<file path="config.mk">
export PLATFORM = sky130hd
export DESIGN_NAME = tft_timing_ctrl_flat
export DESIGN_NICKNAME = d
export VERILOG_FILES = /design/src/rtl/tft_timing_ctrl_if.sv /design/src/rtl/tft_timing_ctrl.sv /design/src/flat_wrapper.sv
export SDC_FILE = /design/constraint.sdc
export NUM_CORES = 1
export LEC_CHECK = 0
export ABC_AREA = 1
export CAP_MARGIN = 20
export CORE_MARGIN = 4
export CORE_UTILIZATION = 48
export CTS_CLUSTER_SIZE = 14
export DETAILED_ROUTE_END_ITERATION = 10
export PLACE_DENSITY_LB_ADDON = 0.05
export SYNTH_ARGS = -nofsm -noshare
export SYNTH_HDL_FRONTEND = slang
export SYNTH_SLANG_ARGS = --single-unit
</file>
<file path="constraint.sdc">
create_clock -name tft_clk_9m -period 2.4 [get_ports tft_clk_9m]
set_input_delay 0.48 -clock tft_clk_9m [delete_from_list [all_inputs] [get_ports tft_clk_9m]]
set_output_delay 0.48 -clock tft_clk_9m [all_outputs]
set_load 0.01 [all_outputs]
</file>
<file path="src/rtl/tft_timing_ctrl_if.sv">
// ---------------------------------------------------------------------------
// tft_timing_ctrl_if
// Bundles the signals between the TFT timing controller, its upstream pixel
// source and the panel pins.
//   pix_x / pix_y : next-pixel coordinate request (3FF when idle)
//   pix_data      : RGB565 pixel returned by the source one cycle later
//   rgb_tft       : panel pixel data
//   hsync / vsync : active-high sync pulses
//   tft_clk       : pixel clock forwarded to the panel
//   tft_de        : data enable
//   tft_bl        : backlight enable
// master = timing controller, slave = pixel source / panel side.
// ---------------------------------------------------------------------------
interface tft_timing_ctrl_if;
    logic [9:0]  pix_x;
    logic [9:0]  pix_y;
    logic [15:0] pix_data;
    logic [15:0] rgb_tft;
    logic        hsync;
    logic        vsync;
    logic        tft_clk;
    logic        tft_de;
    logic        tft_bl;

    modport master (
        input  pix_data,
        output pix_x, pix_y, rgb_tft, hsync, vsync, tft_clk, tft_de, tft_bl
    );

    modport slave (
        output pix_data,
        input  pix_x, pix_y, rgb_tft, hsync, vsync, tft_clk, tft_de, tft_bl
    );
endinterface

</file>
<file path="src/rtl/tft_timing_ctrl.sv">
// ---------------------------------------------------------------------------
// tft_timing_ctrl
// Free-running horizontal/vertical timing generator for a 480x272 RGB565
// panel at 9 MHz. Produces HSYNC, VSYNC, DE and backlight enable, forwards
// the pixel clock, and requests the next pixel coordinate one cycle before
// it is displayed so a registered pixel source can respond in time.
// Ports:
//   tft_clk_9m : pixel clock (only clock)
//   sys_rst    : asynchronous active-high reset
//   bus        : master side of tft_timing_ctrl_if (pixel request + panel pins)
// ---------------------------------------------------------------------------
module tft_timing_ctrl #(
    parameter logic [9:0] H_SYNC  = 10'd41,
    parameter logic [9:0] H_BACK  = 10'd2,
    parameter logic [9:0] H_VALID = 10'd480,
    parameter logic [9:0] H_FRONT = 10'd2,
    parameter logic [9:0] V_SYNC  = 10'd10,
    parameter logic [9:0] V_BACK  = 10'd2,
    parameter logic [9:0] V_VALID = 10'd272,
    parameter logic [9:0] V_FRONT = 10'd2
) (
    input  logic                tft_clk_9m,
    input  logic                sys_rst,
    tft_timing_ctrl_if.master   bus
);

    localparam logic [9:0] H_TOTAL    = H_SYNC + H_BACK + H_VALID + H_FRONT;
    localparam logic [9:0] V_TOTAL    = V_SYNC + V_BACK + V_VALID + V_FRONT;
    localparam logic [9:0] H_DE_START = H_SYNC + H_BACK;
    localparam logic [9:0] H_DE_END   = H_DE_START + H_VALID - 10'd1;
    // The request window leads the display window by one clock.
    localparam logic [9:0] H_RQ_START = H_DE_START - 10'd1;
    localparam logic [9:0] H_RQ_END   = H_DE_END - 10'd1;
    localparam logic [9:0] V_DE_START = V_SYNC + V_BACK;
    localparam logic [9:0] V_DE_END   = V_DE_START + V_VALID - 10'd1;

    logic [9:0]  cnt_h_q, cnt_h_d;
    logic [9:0]  cnt_v_q, cnt_v_d;
    logic        h_valid_s;
    logic        v_valid_s;
    logic        pix_req_s;
    logic        de_s;
    logic        hsync_s;
    logic        vsync_s;
    logic [15:0] rgb_s;
    logic [9:0]  pix_x_s;
    logic [9:0]  pix_y_s;

    // Next-state for the line and frame counters.
    always_comb begin
        cnt_h_d = cnt_h_q;
        cnt_v_d = cnt_v_q;
        if (cnt_h_q == H_TOTAL - 10'd1) begin
            cnt_h_d = 10'd0;
            // The vertical counter wraps on the same edge as the last line ends.
            if (cnt_v_q == V_TOTAL - 10'd1) begin
                cnt_v_d = 10'd0;
            end else begin
                cnt_v_d = cnt_v_q + 10'd1;
            end
        end else begin
            cnt_h_d = cnt_h_q + 10'd1;
        end
    end

    // Counter registers with asynchronous clear.
    always_ff @(posedge tft_clk_9m or posedge sys_rst) begin
        if (sys_rst) begin
            cnt_h_q <= 10'd0;
            cnt_v_q <= 10'd0;
        end else begin
            cnt_h_q <= cnt_h_d;
            cnt_v_q <= cnt_v_d;
        end
    end

    // Output decode of the counters; sync pulses are forced low in reset
    // because the cleared counters would otherwise decode as active sync.
    always_comb begin
        h_valid_s = 1'b0;
        v_valid_s = 1'b0;
        pix_req_s = 1'b0;
        de_s      = 1'b0;
        hsync_s   = 1'b0;
        vsync_s   = 1'b0;
        rgb_s     = 16'h0000;
        pix_x_s   = 10'h3FF;
        pix_y_s   = 10'h3FF;
        if (sys_rst) begin
            de_s = 1'b0;
        end else begin
            h_valid_s = (cnt_h_q >= H_DE_START) && (cnt_h_q <= H_DE_END);
            v_valid_s = (cnt_v_q >= V_DE_START) && (cnt_v_q <= V_DE_END);
            pix_req_s = v_valid_s && (cnt_h_q >= H_RQ_START) && (cnt_h_q <= H_RQ_END);
            de_s      = h_valid_s && v_valid_s;
            hsync_s   = (cnt_h_q < H_SYNC);
            vsync_s   = (cnt_v_q < V_SYNC);
            if (de_s) begin
                rgb_s = bus.pix_data;
            end else begin
                rgb_s = 16'h0000;
            end
            if (pix_req_s) begin
                pix_x_s = cnt_h_q - H_RQ_START;
                pix_y_s = cnt_v_q - V_DE_START;
            end else begin
                pix_x_s = 10'h3FF;
                pix_y_s = 10'h3FF;
            end
        end
    end

    assign bus.hsync   = hsync_s;
    assign bus.vsync   = vsync_s;
    assign bus.tft_de  = de_s;
    assign bus.rgb_tft = rgb_s;
    assign bus.pix_x   = pix_x_s;
    assign bus.pix_y   = pix_y_s;
    assign bus.tft_clk = tft_clk_9m;
    assign bus.tft_bl  = ~sys_rst;

endmodule

</file>
<file path="src/flat_wrapper.sv">
// flat-port wrapper written by rule: the top's interface ports become plain ports
module tft_timing_ctrl_flat 
#(
    parameter logic [9:0] H_SYNC  = 10'd41,
    parameter logic [9:0] H_BACK  = 10'd2,
    parameter logic [9:0] H_VALID = 10'd480,
    parameter logic [9:0] H_FRONT = 10'd2,
    parameter logic [9:0] V_SYNC  = 10'd10,
    parameter logic [9:0] V_BACK  = 10'd2,
    parameter logic [9:0] V_VALID = 10'd272,
    parameter logic [9:0] V_FRONT = 10'd2
)
  (tft_clk_9m, sys_rst, bus_pix_data, bus_pix_x, bus_pix_y, bus_rgb_tft, bus_hsync, bus_vsync, bus_tft_clk, bus_tft_de, bus_tft_bl);
  tft_timing_ctrl_if bus_i ();
  input  logic tft_clk_9m;
  input  logic sys_rst;
  input wire logic [$bits(bus_i.pix_data)-1:0] bus_pix_data;
  output wire logic [$bits(bus_i.pix_x)-1:0] bus_pix_x;
  output wire logic [$bits(bus_i.pix_y)-1:0] bus_pix_y;
  output wire logic [$bits(bus_i.rgb_tft)-1:0] bus_rgb_tft;
  output wire logic [$bits(bus_i.hsync)-1:0] bus_hsync;
  output wire logic [$bits(bus_i.vsync)-1:0] bus_vsync;
  output wire logic [$bits(bus_i.tft_clk)-1:0] bus_tft_clk;
  output wire logic [$bits(bus_i.tft_de)-1:0] bus_tft_de;
  output wire logic [$bits(bus_i.tft_bl)-1:0] bus_tft_bl;
  assign bus_i.pix_data = bus_pix_data;
  assign bus_pix_x = bus_i.pix_x;
  assign bus_pix_y = bus_i.pix_y;
  assign bus_rgb_tft = bus_i.rgb_tft;
  assign bus_hsync = bus_i.hsync;
  assign bus_vsync = bus_i.vsync;
  assign bus_tft_clk = bus_i.tft_clk;
  assign bus_tft_de = bus_i.tft_de;
  assign bus_tft_bl = bus_i.tft_bl;
  tft_timing_ctrl #(.H_SYNC(H_SYNC), .H_BACK(H_BACK), .H_VALID(H_VALID), .H_FRONT(H_FRONT), .V_SYNC(V_SYNC), .V_BACK(V_BACK), .V_VALID(V_VALID), .V_FRONT(V_FRONT)) u_core (.tft_clk_9m(tft_clk_9m), .sys_rst(sys_rst), .bus(bus_i));
endmodule
</file>
# == After elaboration in Yosys (flattened, before gate mapping) ==
# Index checks and enable logic that the tools add are counted.
# classes
add_sub_neg,4
n_mul,0
div_mod_pow,0
magnitude_cmp,8
n_eq_ne,2
shift,0
n_mux,11
bitwise_logic,1
reduce_logical,5
# ops
operator,n
10-bit 2-to-1 mux,6
16-bit 2-to-1 mux,2
"10-bit by 1-bit adder with 10-bit output, second input constant",2
"10-bit by 6-bit greater-or-equal comparator with 1-bit output, second input constant",2
"10-bit <= comparator, second input constant",2
"10-bit == test, second input constant",1
"10-bit by 9-bit == test with 1-bit output, second input constant",1
"10-bit by 4-bit greater-or-equal comparator with 1-bit output, second input constant",1
"10-bit by 9-bit <= comparator with 1-bit output, second input constant",1
"10-bit by 4-bit less-than comparator with 1-bit output, second input constant",1
"10-bit by 6-bit less-than comparator with 1-bit output, second input constant",1
"10-bit by 4-bit subtractor with 10-bit output, second input constant",1
"10-bit by 6-bit subtractor with 10-bit output, second input constant",1
1-bit logical AND,5
1-bit 2-to-1 mux,3
1-bit inverter,1
# totals
ff_bits,20
latch_bits,0
ramBits,0
rom_bits,0
in_bits,18
out_inout_bits,41
elab_cells,33
n_memories,0

# == Logic depth before layout (Yosys ltp) ==
# depth
word_depth,6
depth_mapped,11
depth_no_buf,11

==> results.txt <==
----------------------------------------------------
[Route]
  Post-DR vias/cell ... around 5.6
  Total number of vias ... ~2900
  DRC violation count after routing ... 0
  WL/cell ... 17.0 um
  Detailed Routing Iterations Pass 1 ... 8
  Antenna violation net count after detailed routing ... 0
  1st-iter DRT viols ... roughly 290
  Drt total wl ... approximately 8700 um

[Synth]
  Sequential cell area fraction in the yosys report ... 24.5%
  Synthesized area per cell ... ~6.2 um2
  Share of flip-flops with an asynchronous set or reset ... 100%
  Count of flip-flops with a built-in enable after synthesis ... 0
  Share of the synthesized area in the top cell type ... between 20% and 30%
  Leading cell types by total area after synthesis ... dfrtp_1 25%, nand2_1 14%, inv_1 9.6%, nor2_1 8.3%, nand4_1 7.7%
  FF+latch count, synth ... 20
  Leading area contributor after synthesis ... dfrtp_1
  Total of warnings raised by yosys ... 0
  Number of nets in the synthesized netlist ... approximately 360
  Syn Inst Count ... between 300 and 400
  Top FF cell, synth ... dfrtp_1
  Number of distinct library cell variants in the gate-level netlist after synthesis ... 24
  Netlist Area Pre-Place ... 2040 um2

[Placed design]
  I/O Buffers ... 58
  Final HPWL from detailed placement ... 5150 um
  Global placer's final weighted congestion ... ~0.91
  Placed Area ... slightly above 3000 um2

[Final layout]
  Proportion of layout cells with a drive suffix above 1 ... roughly two fifths
  Utilization after layout ... 83.6%
  Count of nets after finishing ... 494
  Synth-to-Final Area Change ... 66.1%
  Summed area of non-filler cells in the final layout ... 3390 um2
  Fill cell total of the finished layout ... between 200 and 300
  Antenna Cells ... 0

[Pwr]
  Leakage dissipation ... approximately 0.0018 uW
  Switch Pwr ... ~190 uW
  Power per cell area ... around 240 nW/um2
  Proportion of total power due to net switching ... a little under a quarter
  P_int ... between 600 and 700 uW
  Comb power frac ... around a tenth
  Sequential share of power ... around two fifths
  Clk network pwr share ... slightly below 50%
  Max rail drop VDD ... about 550 uV

[Setup path]
  Setup Crit Path Kind ... reg -> out
  Sort of element at the start of the critical path ... flip-flop
  Critical path peak fanout ... 7
  Cell family with most CP delay ... simple AND/OR/NAND/NOR gates
  Largest stage delay on the critical path ... approximately 0.44 ns
  Count of buffer and inverter cells on the critical path ... 4
  Arr. time, crit path ... around 2.1 ns
  Depth of the most critical reg-to-reg path ... 11
  Cell repeated most along the worst path ... nor2_4
  Stages on the worst setup path ... 11
  First element of the critical path ... u_core.cnt_v_q[2]
  R2r startpoint ... u_core.cnt_h_q[2]
  Reg2reg end ... u_core.cnt_h_q[9]
  WP data required ... between 1.5 and 2 ns
  Critical path capture point ... bus_rgb_tft[7]
  Cells traversed along the worst timing path ... inv_2 > ha_4 > nand3_4 > nor2_4 > nor2_4 > nor2_4 > buf_12 > nand3_4 > buf_6 > nor2_4 > buf_6
  Cell with the largest stage delay on the worst path ... dfrtp_1
  Worst reg-to-reg setup slack ... between 0.6 and 0.7 ns
  Capturing element type of the critical path ... primary output

[Floorplan]
  Standard cell core area ... approximately 4000 um2
  Die H ... between 70 and 80 um
  Die area ... about 5400 um2
  Effective utilization at floorplan ... about 50%
  IO Pins ... between 50 and 60
  Die X-Extent ... around 73 um
  Number of standard-cell rows in the floorplan ... 23

[STA]
  Slew at the pin with the worst max-slew slack ... 0.546 ns
  Count of final hold-check violations ... 0
  Final critical-path share of the clock period ... 106%
  Setup slack of the critical path after layout ... -0.146 ns
  Headroom to the max-slew limit ... 63.3%
  Max frequency ... between 300 and 400 MHz
  Count of endpoints failing setup in the final report ... 33
  RSZ-0062 raised after global routing ... true
  Worst setup skew after layout ... between 0.003 and 0.004 ns
  Final number of max-transition violations ... 0
  Post-layout min period ... between 2 and 3 ns

[Global routing]
  Global routing met1 resource utilization ... between 30% and 40%
  Number of global-route vias before repair ... 2548
  Fraction of met2 tracks used by global routing ... between 40 and 50%
  Total global-route track usage ... between 20 and 30%
  First-pass GRT wire length ... approximately 12000 um
  Congestion Overflow GR ... 0
  Initial antenna violation count ... 0
  Largest net degree at the start of global routing ... 12
  Met3 Usage GRT ... 8.26%
  Most used routing layer in global routing ... met2

[Run]
  Max-cap violations ... 0

[Clock network]
  Clock slew at the register clock pins of the worst setup and hold paths ... approximately 0.07 ns
  CTS tree ... built
  Clock latency reported for the late side of the worst-skew pair ... 0.37 ns

[Hold path]
  Path class of the lowest-slack min-delay path ... in -> async

[Status]
  Failing checks ... setup timing
  Run status ... finished with violations

----------------------------------------------------
[layout make-up]
| cell class | instances | area [um2] | share of cell area [%] |
|---|---|---|---|
| multi-input combinational | 241 | 1460 | 43.0 |
| timing repair buffer | 138 | 1060 | 31.2 |
| sequential | 20 | 505 | 14.9 |
| inverter | 57 | 216 | 6.38 |
| clock buffer | 7 | 92.6 | 2.73 |
| tap | 50 | 62.6 | 1.85 |
[stage by stage]
step / instances / TNS [ns] / setup slack [ns] / power [uW] / hold WS (ns)
after detailed placement: 485 / -2.89 / -0.167 / 447 / 0.583
after CTS: 506 / -0.288 / -0.0698 / 809 / 0.376
after global placement: 485 / -1.42 / -0.0952 / 445 / 0.579
after floorplan: 330 / 0 / 0.444 / 398 / 0.477
final: 513 / -2.88 / -0.146 / 809 / 0.397
after global routing: 513 / -5.74 / -0.227 / 841 / 0.394
[timing repair]
| item | CTS | global route |
|---|---|---|
| setup buffers | 12 | 5 |
| pin swaps | 10 | 15 |
| gates cloned | 3 | 2 |
| resized for setup | 197 | 28 |
| hold buffers | 0 | 0 |
| endpoints found under the setup margin | 40 | 38 |
[cells in the mapped netlist (all sizes together) (3+ instances only)]
cell	number
a21oi	6
buf	13
dfrtp	20
ha	11
inv	57
nand2	77
nand3	29
nand4	25
nor2	59
nor3	3
o21ai	14
or2	3
xor2	9
[registers in the layout, summed over array words and instances, names as in the netlist]
signal / count
u_core.cnt_h_q: 10
u_core.cnt_v_q: 10
[worst min path at each step]
stage,slack [ns],startpoint,end
finish,0.40,sys_rst,u_core.cnt_h_q[7]
floorplan,0.48,u_core.cnt_h_q[0],u_core.cnt_h_q[0]
detailed placement,0.58,u_core.cnt_h_q[0],u_core.cnt_h_q[0]
global route,0.39,sys_rst,u_core.cnt_h_q[6]
global placement,0.58,u_core.cnt_h_q[5],u_core.cnt_h_q[5]
CTS,0.38,sys_rst,u_core.cnt_h_q[8]
[worst min-delay path, cell delays in order]
cell           delay (ns)
dlygate4sd2_1        0.31
inv_2                0.15
buf_4                0.16
[cell usage in the layout, fill, tap and decap left out, types with 2 or more instances in the layout]
| cell type | count |
|---|---|
| clkdlybuf4s50_1 | 18 |
| buf_4 | 69 |
| dfrtp_1 | 16 |
| or2_2 | 3 |
| nand3_1 | 24 |
| inv_1 | 45 |
| nor2_4 | 10 |
| xor2_1 | 9 |
| ha_1 | 6 |
| inv_2 | 11 |
| dlygate4sd2_1 | 2 |
| nor2_2 | 14 |
| nand3_4 | 4 |
| a21oi_1 | 5 |
| nand2_2 | 13 |
| nand3_2 | 3 |
| nor3_1 | 3 |
| nor2_1 | 35 |
| nand2_1 | 64 |
| o21ai_0 | 14 |
| buf_2 | 36 |
| ha_4 | 4 |
| nand4_1 | 25 |
| dfrtp_2 | 4 |
| clkbuf_8 | 6 |
| buf_6 | 11 |
[power by group through the flow]
stage / Clock [uW] / Combinational, uW / Sequential [uW]
2_1_floorplan: 34.3 / 19.9 / 343
3_3_place_gp: 42.4 / 59.6 / 343
3_5_place_dp: 42.4 / 60.8 / 343
4_1_cts: 404 / 67.8 / 337
5_1_grt: 425 / 79.7 / 337
6_report: 398 / 75.2 / 337
[logic make-up after synthesis]
logic type               after synthesis  share of synthesized area, %
XOR/XNOR                               9                          3.86
buffers and inverters                 71                          14.5
flip-flops                            20                          24.5
AO/OA/AOI/OAI                         21                          5.21
adder cells (fa/ha/maj)               11                          6.74
AND/OR/NAND/NOR                      198                          45.2
[metal layers]
layer  share of wire, %  wire length, um
met3                 14             1200
met5                  0                0
met4                3.2              282
met1                 35             3030
met2                 48             4220
Note: power is estimated with default switching activity, not from simulation.
